### src/rtl/pipe_ctrl_unit.sv
// -----------------------------------------------------------------------------
// pipe_ctrl_unit
//   Pipelined main control for the five-stage processor. Decodes the ID opcode,
//   stages the control bits through ID/EX, EX/MEM and MEM/WB, detects load-use
//   hazards (one bubble), resolves BEQ in EX, redirects the PC for J in ID and
//   flags undefined opcodes.
//
// Ports
//   clk, rst_n           clock, asynchronous active-low reset
//   id_valid, id_op      ID instruction present / its opcode
//   id_rs, id_rt         ID source register fields
//   ex_zero              ALU zero flag of the EX instruction
//   stall, flush, pc_sel combinational hazard / redirect controls
//                        (pc_sel: 0 PC+4, 1 branch target, 2 jump target)
//   ex_reg_dst, ex_alu_src, ex_alu_op, ex_illegal   EX-stage controls
//   mem_read, mem_write                             MEM-stage controls
//   wb_mem_to_reg, wb_reg_write                     WB-stage controls
//                        (wb_mem_to_reg=1 selects the ALU result)
// -----------------------------------------------------------------------------
module pipe_ctrl_unit #(
   parameter int OP_W    = 6,
   parameter int ALUOP_W = 3,
   parameter int REG_AW  = 5
) (
   input  logic               clk,
   input  logic               rst_n,
   input  logic               id_valid,
   input  logic [OP_W-1:0]    id_op,
   input  logic [REG_AW-1:0]  id_rs,
   input  logic [REG_AW-1:0]  id_rt,
   input  logic               ex_zero,
   output logic               stall,
   output logic               flush,
   output logic [1:0]         pc_sel,
   output logic               ex_reg_dst,
   output logic               ex_alu_src,
   output logic [ALUOP_W-1:0] ex_alu_op,
   output logic               ex_illegal,
   output logic               mem_read,
   output logic               mem_write,
   output logic               wb_mem_to_reg,
   output logic               wb_reg_write
);

   typedef enum logic [OP_W-1:0] {
      OP_NOP   = OP_W'(0),
      OP_RTYPE = OP_W'(20),
      OP_BEQ   = OP_W'(25),
      OP_J     = OP_W'(26),
      OP_ADDI  = OP_W'(39),
      OP_SUBI  = OP_W'(40),
      OP_SW    = OP_W'(41),
      OP_LW    = OP_W'(42)
   } op_e;

   typedef enum logic [ALUOP_W-1:0] {
      ALU_ADD   = ALUOP_W'(0),
      ALU_SUB   = ALUOP_W'(1),
      ALU_FUNCT = ALUOP_W'(2)
   } alu_op_e;

   typedef enum logic [1:0] {
      PC_SEQ    = 2'd0,
      PC_BRANCH = 2'd1,
      PC_JUMP   = 2'd2
   } pc_sel_e;

   // ---------------------------------------------------------------- decode
   logic               dec_reg_dst, dec_alu_src, dec_mem_read, dec_mem_write;
   logic               dec_mem_to_reg, dec_reg_write, dec_is_beq, dec_illegal;
   logic [ALUOP_W-1:0] dec_alu_op;

   always_comb begin
      dec_reg_dst    = 1'b0;
      dec_alu_src    = 1'b0;
      dec_alu_op     = ALU_ADD;
      dec_mem_read   = 1'b0;
      dec_mem_write  = 1'b0;
      dec_mem_to_reg = 1'b0;
      dec_reg_write  = 1'b0;
      dec_is_beq     = 1'b0;
      dec_illegal    = 1'b0;
      if (id_valid) begin
         case (id_op)
            OP_NOP, OP_J: ;
            OP_RTYPE: begin
               dec_reg_dst    = 1'b1;
               dec_alu_op     = ALU_FUNCT;
               dec_mem_to_reg = 1'b1;
               dec_reg_write  = 1'b1;
            end
            OP_ADDI: begin
               dec_alu_src    = 1'b1;
               dec_mem_to_reg = 1'b1;
               dec_reg_write  = 1'b1;
            end
            OP_SUBI: begin
               dec_alu_src    = 1'b1;
               dec_alu_op     = ALU_SUB;
               dec_mem_to_reg = 1'b1;
               dec_reg_write  = 1'b1;
            end
            OP_SW: begin
               dec_alu_src   = 1'b1;
               dec_mem_write = 1'b1;
            end
            OP_LW: begin
               dec_alu_src   = 1'b1;
               dec_mem_read  = 1'b1;
               dec_reg_write = 1'b1;
            end
            OP_BEQ: begin
               dec_alu_op = ALU_SUB;
               dec_is_beq = 1'b1;
            end
            default: dec_illegal = 1'b1;
         endcase
      end
   end

   // ------------------------------------------------------- EX-only state
   logic              ex_mem_read, ex_mem_write, ex_mem_to_reg, ex_reg_write;
   logic              ex_is_beq;
   logic [REG_AW-1:0] ex_rt;
   logic              mem_mem_to_reg, mem_reg_write;

   // ------------------------------------------------ hazards and redirect
   logic taken, load_use, jump;

   assign taken    = ex_is_beq & ex_zero;
   // Register 0 is hard-wired, so a load into it never creates a dependency.
   assign load_use = ex_mem_read & id_valid & (ex_rt != '0) &
                     ((ex_rt == id_rs) | (ex_rt == id_rt));
   assign jump     = id_valid & (id_op == OP_J);

   always_comb begin
      stall  = 1'b0;
      flush  = 1'b0;
      pc_sel = PC_SEQ;
      if (taken) begin
         flush  = 1'b1;
         pc_sel = PC_BRANCH;
      end else if (load_use) begin
         stall = 1'b1;
      end else if (jump) begin
         flush  = 1'b1;
         pc_sel = PC_JUMP;
      end
   end

   // ------------------------------------------------------ stage registers
   // The ID instruction is killed on a taken branch and held on a stall;
   // either way EX takes a bubble. A J decodes to all-zero controls already.
   logic bubble;
   assign bubble = taken | load_use;

   always_ff @(posedge clk or negedge rst_n) begin
      if (!rst_n) begin
         ex_reg_dst     <= 1'b0;
         ex_alu_src     <= 1'b0;
         ex_alu_op      <= '0;
         ex_illegal     <= 1'b0;
         ex_mem_read    <= 1'b0;
         ex_mem_write   <= 1'b0;
         ex_mem_to_reg  <= 1'b0;
         ex_reg_write   <= 1'b0;
         ex_is_beq      <= 1'b0;
         ex_rt          <= '0;
         mem_read       <= 1'b0;
         mem_write      <= 1'b0;
         mem_mem_to_reg <= 1'b0;
         mem_reg_write  <= 1'b0;
         wb_mem_to_reg  <= 1'b0;
         wb_reg_write   <= 1'b0;
      end else begin
         if (bubble) begin
            ex_reg_dst    <= 1'b0;
            ex_alu_src    <= 1'b0;
            ex_alu_op     <= '0;
            ex_illegal    <= 1'b0;
            ex_mem_read   <= 1'b0;
            ex_mem_write  <= 1'b0;
            ex_mem_to_reg <= 1'b0;
            ex_reg_write  <= 1'b0;
            ex_is_beq     <= 1'b0;
            ex_rt         <= '0;
         end else begin
            ex_reg_dst    <= dec_reg_dst;
            ex_alu_src    <= dec_alu_src;
            ex_alu_op     <= dec_alu_op;
            ex_illegal    <= dec_illegal;
            ex_mem_read   <= dec_mem_read;
            ex_mem_write  <= dec_mem_write;
            ex_mem_to_reg <= dec_mem_to_reg;
            ex_reg_write  <= dec_reg_write;
            ex_is_beq     <= dec_is_beq;
            ex_rt         <= id_valid ? id_rt : '0;
         end
         mem_read       <= ex_mem_read;
         mem_write      <= ex_mem_write;
         mem_mem_to_reg <= ex_mem_to_reg;
         mem_reg_write  <= ex_reg_write;
         wb_mem_to_reg  <= mem_mem_to_reg;
         wb_reg_write   <= mem_reg_write;
      end
   end

endmodule

### config.mk
export PLATFORM = sky130hd
export DESIGN_NAME = pipe_ctrl_unit
export DESIGN_NICKNAME = d
export VERILOG_FILES = /design/src/rtl/pipe_ctrl_unit.sv
export SDC_FILE = /design/constraint.sdc
export NUM_CORES = 1
export LEC_CHECK = 0
export CORE_MARGIN = 3
export CORE_UTILIZATION = 25
export DETAILED_ROUTE_END_ITERATION = 10
export SYNTH_ARGS = -nofsm -noshare
export SYNTH_HDL_FRONTEND = slang
export SYNTH_SLANG_ARGS = --single-unit
### constraint.sdc
create_clock -name clk -period 1.9 [get_ports clk]
set_input_delay 0.38 -clock clk [delete_from_list [all_inputs] [get_ports clk]]
set_output_delay 0.38 -clock clk [all_outputs]
set_load 0.05 [all_outputs]
==> run metrics, run 1 <==
VDD IR-drop max 227 uV; commonest non-fill, non-tap cell in the layout clkdlybuf4s50_1; post-synthesis sequential area ratio 50.5%; post-synthesis register bit count 21; Worst slew margin 66.5%; Power Dens Cells 570 nW/um^2; die area 4970 sq um; share of cells above drive strength 1 27.2%; most frequent cells in the layout clkdlybuf4s50_1 (24), dfrtp_1 (21), buf_4 (17); Layout fillers between 300 and 400; 1st-pass router iterations 4; clock sink total 21; clk slew on worst S/H paths 0.07 ns; endpoints failing setup 3; FMAX 0.455 GHz; CTS tree done; ANT cells 0; number of flops mapped to enable cells by yosys 0; Final Hold Viols 0; Vias per Instance around 4.3; die height 70.5 um; final worst setup slack -0.295 ns; Post-Synthesis Cells 99; Final ANT Viol Nets 0; FF+latch area 526 sq um; GRT overflow 0; Hold Buf Count CTS 0; fin crit share 116%; H-tree lvl count 1; IO Pins 34; max reg flops 5; routed len/inst 11.0 um; Mapped Area 1040 sq um; Async SR Flop Fraction between 90% and 100%; DPL Wire Length 1.73 mm; port bufs 32; RSZ-0062 raised after global routing yes; Area Growth Syn to Fin 56.1%; Primary FF master, synth dfrtp_1; startpoint types input port; synth warn 0; CP endpoint kind primary output; Cells after DPL ~190; Num CTS Buffers 3; total power 0.000925 W; top flop regs ex_rt (5), ex_alu_op (2); final WL between 2 and 2.5 mm; Crit Path Category in -> out; GRT Util Overall 9.75%; Data required, critical path 1.52 ns; post-synth cell types 32; CTS Buffer Depth 2; Clk Latency, worst-skew pair 0.25 ns; crit path time final 2.20 ns; Final Skew 0.000756 ns; Final Max Tran Viols 0; gpl congestion 0.786; failing checks negative setup slack; WP data arrival between 1.5 and 2 ns; critical path peak fanout 2; max-cap violations 0; Static Leak 0.749 nW; nets 168; largest net degree at the start of global routing 22; drt drc 0; fin util around 42%; status finished, violations left; syn nets 119; footprint of the multi-input gates 495 sq um; vias 844; final instance count without filler cells 195; first-pass GRT wire length between 3 and 4 mm; initial DRC count 21; initial antenna violation count 0; number of global-route vias before repair about 890; core area 3830 sq um; Avg Cell Area, Syn 10.5 sq um; Least-Margin Pin Slew between 0.5 and 0.6 ns; Rows 22; Hold Path Class reg -> reg; Most flops, register ex_rt; die width 70.5 um; CTS root buffer clkbuf_8; starting density of the core approximately 27%
## power by group
| group | switching (W) | internal [W] | leakage, nW | total, W |
|---|---|---|---|---|
| clock | 0.000126 | 0.000149 | 0.0228 | 0.000274 |
| combinational | 0.0000969 | 0.0000905 | 0.442 | 0.000187 |
| sequential | 0.00000551 | 0.000458 | 0.285 | 0.000463 |
## area by class of cell
class	instances	area share, %
Clock buffer	4	2.78
Sequential cell	21	32.4
Timing Repair Buffer	49	29.2
Tap cell	48	3.70
Inverter	6	1.39
Multi-Input combinational cell	67	30.5
## layer usage
layer	vias to the layer above	routed length (um)	GRT usage [%]
met5	-	0	0
li1	424	-	-
met2	22	1050	15.9
met1	396	964	12.6
met4	0	27	4.47
met3	2	110	1.44
## final timing paths
kind | startpoint | to | slack (ns) | depth (start not counted)
worst min register to register | mem_mem_to_reg$_DFF_PN0_ | wb_mem_to_reg$_DFF_PN0_ | 0.35 | 0
worst max-delay path | id_rt[4] | pc_sel[1] | -0.30 | 7
worst max register to register | ex_rt[0]$_DFF_PN0_ | ex_reg_dst$_DFF_PN0_ | 0.08 | 7
max in group asynchronous | rst_n | ex_rt[4]$_DFF_PN0_ | 1.23 | 2
min in group asynchronous | rst_n | ex_alu_op[0]$_DFF_PN0_ | 0.47 | 2
worst min-delay path | mem_mem_to_reg$_DFF_PN0_ | wb_mem_to_reg$_DFF_PN0_ | 0.35 | 0
## cell usage after synthesis, types with 2 or more instances
| library cell | count | area (sq um) |
|---|---|---|
| a21oi_1 | 3 | 15.0 |
| buf_4 | 2 | 15.0 |
| clkbuf_1 | 2 | 7.51 |
| dfrtp_1 | 21 | 526 |
| inv_1 | 6 | 22.5 |
| nand2_1 | 5 | 18.8 |
| nand2b_1 | 3 | 18.8 |
| nand3_1 | 2 | 10.0 |
| nor2_1 | 13 | 48.8 |
| nor2b_1 | 6 | 37.5 |
| nor3_1 | 3 | 15.0 |
| nor3_2 | 3 | 30.0 |
| o21ai_0 | 2 | 10.0 |
| xor2_1 | 10 | 87.6 |
## through the flow
stage	instance area, sq um	setup TNS (ns)	hold WS, ns	setup slack [ns]
floorplan	1050	-0.273	0.0844	-0.139
global placement	1540	-2.81	0.331	-0.352
detailed placement	1540	-4.28	0.335	-0.435
CTS	1620	-0.878	0.350	-0.306
global route	1620	-1.10	0.365	-0.376
finish	1620	-0.849	0.349	-0.295
## cell families (layout without fill, tap and decap cells)
| logic type | count (synthesis) | count (layout) | synth area share, % |
|---|---|---|---|
| AND/OR/NAND/NOR | 42 | 42 | 22.9 |
| AO/OA/AOI/OAI | 14 | 14 | 12.4 |
| XOR/XNOR | 10 | 10 | 8.42 |
| buffers and inverters | 11 | 59 | 5.41 |
| flip-flops | 21 | 21 | 50.5 |
| other | 1 | 1 | 0.361 |
## what timing repair did
| item | 4_1_cts | 5_1_grt |
|---|---|---|
| buffers inserted | 2 | 0 |
| setup endpoints to repair | 4 | 5 |
| gates resized for setup | 9 | 1 |
| pin swaps | 8 | 0 |
## critical path, cell delays in order
cell and delay (ns):
clkdlybuf4s50_1 0.50, xor2_1 0.18, nor3_2 0.07, a22oi_2 0.25, o211ai_4 0.12, nor3_4 0.13
buf_6 0.18
No activity file was read; power rests on OpenSTA's default activity.
==> run 2: changes to the inputs <==
--- a/config.mk
+++ b/config.mk
@@ -5,9 +5,11 @@
 export SDC_FILE = /design/constraint.sdc
 export NUM_CORES = 1
 export LEC_CHECK = 0
-export CORE_MARGIN = 3
+export CORE_ASPECT_RATIO = 1.4
+export CORE_MARGIN = 2
 export CORE_UTILIZATION = 25
 export DETAILED_ROUTE_END_ITERATION = 10
+export PLACE_DENSITY = 0.45
 export SYNTH_ARGS = -nofsm -noshare
 export SYNTH_HDL_FRONTEND = slang
 export SYNTH_SLANG_ARGS = --single-unit
==> run metrics, run 2 (synthesized netlist as in run 1, its figures left out) <==
Setup WS pre-CTS -0.379 ns (+0.0553 ns); ANT cells 0 (unchanged); fin util 41.4% (-0.98 points); die area 4700 sq um (-5.4%); Static Leak 0.768 nW (+2.4%); Final Skew 0.00279 ns (+0.00204 ns); final WL 2.14 mm (-0.51%); CP endpoint kind primary output; switching power 0.000237 W (+3.7%); clock sink total 21 (unchanged); die width 58.5 um (-17%); Rows 27 (+23%); Layout fillers 390 (+6.6%); sequential power share 49.6% (-0.5 points); IO Pins 34 (unchanged); WP data arrival 1.84 ns (+0.02 ns); most frequent cells in the layout clkdlybuf4s50_1 (24), buf_4 (22), dfrtp_1 (21); commonest non-fill, non-tap cell in the layout clkdlybuf4s50_1; DPL Wire Length 1.77 mm (+2.2%); max reg flops 5 (unchanged); Vias per Instance 4.35 (+0.48%); port bufs 32 (unchanged); failing checks negative setup slack; FF+latch area 526 sq um (unchanged); share of cells above drive strength 1 30.9% (+3.7 points); Final Hold Viols 0 (unchanged); GRT Util Overall 10.3% (+0.51 points); R2R Setup Slk 0.07 ns (about the same); CTS Buffer Depth 2 (unchanged); status finished, violations left; Data required, critical path 1.52 ns (about the same); GRT overflow 0 (unchanged); largest net degree at the start of global routing 22 (unchanged); final hold slack 0.354 ns (+0.00560 ns); max-cap violations 0 (unchanged); 1st-pass router iterations 4 (unchanged); startpoint types input port; Int Power 0.000700 W (+0.47%); final worst setup slack -0.320 ns (-0.0251 ns); Crit Path Category in -> out; starting density of the core 26.3% (-0.87 points); Most flops, register ex_rt; number of global-route vias before repair 875 (-1.6%); Power Dens Cells 572 nW/um^2 (+0.33%); Hold Path Class reg -> reg; footprint of the multi-input gates 498 sq um (+0.51%); routed len/inst 11.1 um (+1.0%); VDD IR-drop max 294 uV (+30%); CP max stage delay 0.47 ns (-0.03 ns); FMAX 0.450 GHz (-1.1%); CP max stage cell clkdlybuf4s50_1; Worst slew margin 66.3% (-0.18 points); Final ANT Viol Nets 0 (unchanged); core area 3950 sq um (+3.3%); Area Growth Syn to Fin 57.5%; Setup TNS -0.902 ns (-0.0529 ns); die height 80.3 um (+14%); fin crit share 117% (+1.3 points); gpl congestion 0.810 (+3.1%); Num CTS Buffers 3 (unchanged); H-tree lvl count 1 (unchanged); clock network fraction of total power 30.2% (+0.5 points); endpoints failing setup 3 (unchanged); Clk Latency, worst-skew pair 0.25 ns (about the same); top flop regs ex_rt (5), ex_alu_op (2); Hold Buf Count CTS 0 (unchanged); Least-Margin Pin Slew 0.503 ns (+0.00271 ns); fin area 1640 sq um (+0.92%); CTS root buffer clkbuf_8; crit path time final 2.22 ns (+0.0251 ns); Comb pwr share 20.2% (about the same); CTS tree done; critical path peak fanout 2 (unchanged); Final Max Tran Viols 0 (unchanged); vias 835 (-1.1%); switching part of the total 25.3% (+0.59 points); drt drc 0 (unchanged); initial antenna violation count 0 (unchanged); RSZ-0062 raised after global routing yes; initial DRC count 13 (-38%); nets 170 (+1.2%); Placed Area 1540 sq um (about the same); critical path cell sequence clkdlybuf4s50_1, xor2_1, nor3_2, a22oi_2, o211ai_4, nor3_4, buf_6; clk slew on worst S/H paths 0.07 ns (about the same); first-pass GRT wire length 3.72 mm (-5.3%)
-- run 2: what timing repair did --
item	in CTS	in global routing
setup buffers	2	0
pin swaps	4	4
resized for setup	4	3
setup endpoints to repair	3	7
-- run 2: critical path: cells and delay by family --
family          cells  cell delay, ns
xor+xnor            1            0.19
simple gates        2            0.20
buf+inv             2            0.65
compound gates      2            0.42
-- run 2: cell type report --
cell class / instances / area share [%]
tap: 43 / 3.28
sequential: 21 / 32.1
clock buffer: 3 / 2.52
multi-input combinational: 67 / 30.4
inverter: 6 / 1.38
timing repair buffer: 51 / 29.9
clock inverter: 1 / 0.458
-- run 2: path summary, 6_finish.rpt --
check / startpoint / endpoint / cells after the start
max in group asynchronous: rst_n / mem_read$_DFF_PN0_ / 2
worst max-delay path: id_rs[0] / pc_sel[1] / 7
min in group asynchronous: rst_n / ex_alu_op[0]$_DFF_PN0_ / 2
worst min register to register: mem_mem_to_reg$_DFF_PN0_ / wb_mem_to_reg$_DFF_PN0_ / 0
worst min-delay path: mem_mem_to_reg$_DFF_PN0_ / wb_mem_to_reg$_DFF_PN0_ / 0
worst max register to register: ex_rt[0]$_DFF_PN0_ / ex_alu_src$_DFF_PN0_ / 5
-- run 2: layer usage --
metal  track usage, %  vias to the layer above  part of all wire [%]
li1                 -                      429                     -
met1             12.4                      381                    42
met2             16.1                       23                    50
met3             2.25                        2                   5.8
met4             6.51                        0                   1.6
met5                0                        -                     0
-- run 2: metrics by stage --
step | total power, W | instances
finish | 0.000936 | 192
global route | 0.000993 | 192
CTS | 0.000950 | 192
detailed placement | 0.000657 | 186
global placement | 0.000657 | 186
floorplan | 0.000561 | 99
-- run 2: power groups by stage --
stage | clock network, W | registers (W) | logic (W)
global route | 0.000320 | 0.000466 | 0.000206
floorplan | 0 | 0.000486 | 0.0000755
finish | 0.000283 | 0.000464 | 0.000189
global placement | 0 | 0.000473 | 0.000184
CTS | 0.000295 | 0.000464 | 0.000191
detailed placement | 0 | 0.000474 | 0.000184
==> run 3: changes to the inputs <==
--- a/config.mk
+++ b/config.mk
@@ -6,10 +6,8 @@
 export NUM_CORES = 1
 export LEC_CHECK = 0
 export CORE_ASPECT_RATIO = 1.4
-export CORE_MARGIN = 2
 export CORE_UTILIZATION = 25
 export DETAILED_ROUTE_END_ITERATION = 10
-export PLACE_DENSITY = 0.45
 export SYNTH_ARGS = -nofsm -noshare
 export SYNTH_HDL_FRONTEND = slang
 export SYNTH_SLANG_ARGS = --single-unit
==> run metrics, run 3 (synthesized netlist as in run 1, its figures left out) <==
max-cap violations 0 (unchanged); nets 169 (-0.59%); port bufs 32 (unchanged); critical path cell sequence or4_4, o21ai_4, o211ai_4, nor3_4, buf_6; ANT cells 0 (unchanged); clk slew on worst S/H paths 0.08 ns (about the same); initial antenna violation count 0 (unchanged); Crit Path Category reg -> out; cell family contributing the most delay on the critical path simple AND/OR/NAND/NOR gates; r2r endpoint ex_alu_op[0]$_DFF_PN0_; IO Pins 34 (unchanged); initial DRC count 13 (unchanged); 1st-pass router iterations 4 (unchanged); CP max stage cell or4_4; DPL Wire Length 1.78 mm (+1.0%); Final Hold Viols 0 (unchanged); CP Buf/Inv Count 1 (-1); first-pass GRT wire length 3.96 mm (+6.5%); die height 78.3 um (-2.5%); Vias per Instance 4.62 (+6.2%); Static Leak 0.784 nW (+2.1%); die area 4420 sq um (-5.8%); fin util 41.2% (-0.19 points); status finished, violations left; fin crit share 118% (+1.5 points); CTS root buffer clkbuf_8; startpoint types flip-flop; Final Max Tran Viols 0 (unchanged); drt drc 0 (unchanged); Rows 27 (unchanged); endpoints failing setup 3 (unchanged); final WL 2.33 mm (+8.9%); commonest non-fill, non-tap cell in the layout buf_4; Power Dens Cells 582 nW/um^2 (+1.8%); GRT Util Overall 11.1% (+0.89 points); gpl congestion 0.822 (+1.5%); crit path from ex_rt[0]$_DFF_PN0_; number of global-route vias before repair 921 (+5.3%); die width 56.5 um (-3.4%); H-tree lvl count 1 (unchanged); crit path time final 2.25 ns (+0.0293 ns); fin area 1630 sq um (-0.46%); FMAX 0.444 GHz (-1.3%); max reg flops 5 (unchanged); share of cells above drive strength 1 31.1% (+0.21 points); Least-Margin Pin Slew 0.506 ns (+0.00279 ns); CP max stage delay 0.56 ns (+0.09 ns); WP data arrival 1.87 ns (+0.03 ns); RR Startpoint ex_rt[0]$_DFF_PN0_; Final ANT Viol Nets 0 (unchanged); Setup TNS -0.983 ns (-0.0817 ns); critical path peak fanout 3 (+1); Worst slew margin 66.1% (-0.19 points); Most flops, register ex_rt; Area Growth Syn to Fin 56.8%; vias 882 (+5.6%); final worst setup slack -0.350 ns (-0.0293 ns); Clk Latency, worst-skew pair 0.26 ns (about the same); Final Skew 0.00160 ns (-0.00120 ns); largest net degree at the start of global routing 22 (unchanged); Num CTS Buffers 3 (unchanged); R2R Setup Slk 0.05 ns (-0.02 ns); Hold Buf Count CTS 0 (unchanged); Placed Area 1530 sq um (-1.1%); final hold slack 0.352 ns (-0.00234 ns); most frequent cells in the layout buf_4 (22), dfrtp_1 (21), clkdlybuf4s50_1 (21); starting density of the core 26.3% (unchanged); Crit path depth 5 (-2); RSZ-0062 raised after global routing yes; Setup crit end pc_sel[1]; GRT overflow 0 (unchanged); worst reg2reg path depth 5 (unchanged); core area 3950 sq um (unchanged); Hold Path Class reg -> reg; clock sink total 21 (unchanged); failing checks negative setup slack; CTS tree done; routed len/inst 12.2 um (+9.5%); CTS Buffer Depth 2 (unchanged); CP endpoint kind primary output; top flop regs ex_rt (5), ex_alu_op (2); Layout fillers 393 (+0.77%); VDD IR-drop max 357 uV (+21%); Data required, critical path 1.52 ns (about the same)
==> run 3: changes by cell type in the layout (fill, tap and decap cells not counted) <==
cell and change:
a211oi_1 -1, a211oi_2 +1, clkdlybuf4s50_1 -3, dlymetal6s2s_1 +2, xor2_1 +1, xor2_2 -1
==> run 3: worst min-delay path by stage <==
stage                       startpoint                  endpoint  slack (ns)  cells past startpoint
6_report        ex_reg_write$_DFF_PN0_   mem_reg_write$_DFF_PN0_        0.35                      0
5_1_grt         ex_reg_write$_DFF_PN0_   mem_reg_write$_DFF_PN0_        0.36                      0
4_1_cts         ex_reg_write$_DFF_PN0_   mem_reg_write$_DFF_PN0_        0.36                      0
3_5_place_dp    ex_reg_write$_DFF_PN0_   mem_reg_write$_DFF_PN0_        0.34                      0
3_3_place_gp   ex_mem_to_reg$_DFF_PN0_  mem_mem_to_reg$_DFF_PN0_        0.33                      0
2_1_floorplan                    rst_n    ex_alu_op[0]$_DFF_PN0_        0.08                      0
==> run 3: per-stage QoR <==
stage                     cells  power, W  worst slack [ns]
final                       191  0.000949            -0.350
after global routing        191   0.00101            -0.461
after CTS                   191  0.000965            -0.364
after detailed placement    184  0.000656            -0.410
after global placement      184  0.000652            -0.397
after floorplan              99  0.000561            -0.139
==> run 3: area by class of cell <==
| type | instances | area, sq um | area share (%) |
|---|---|---|---|
| multi-input cells | 67 | 495 | 30.4 |
| clock buffers | 3 | 41.3 | 2.53 |
| well taps | 43 | 53.8 | 3.30 |
| flip-flops and latches | 21 | 526 | 32.2 |
| inverters | 6 | 22.5 | 1.38 |
| repair buffers | 50 | 484 | 29.7 |
| clock inverters | 1 | 7.51 | 0.460 |
==> run 3: per-layer routing <==
layer | vias up | global-route usage, % | part of all wire (%) | wire length [um]
li1 | 426 | - | - | -
met5 | - | 0 | 0 | 0
met1 | 423 | 12.9 | 39 | 906
met4 | 0 | 4.15 | 0.17 | 4
met3 | 2 | 1.81 | 5.5 | 129
met2 | 31 | 20.2 | 55 | 1290
==> run 3: timing repair <==
item | in CTS | in global routing
pin swaps | 3 | 5
resized for setup | 4 | 5
endpoints found under the setup margin | 3 | 7
buffers inserted | 3 | 0
==> run 3: power breakdown <==
part           total (W)  switching [W]  internal [W]
logic           0.000192      0.0000982     0.0000934
registers       0.000464     0.00000647      0.000457
clock network   0.000294       0.000146      0.000148
total           0.000949       0.000251      0.000698
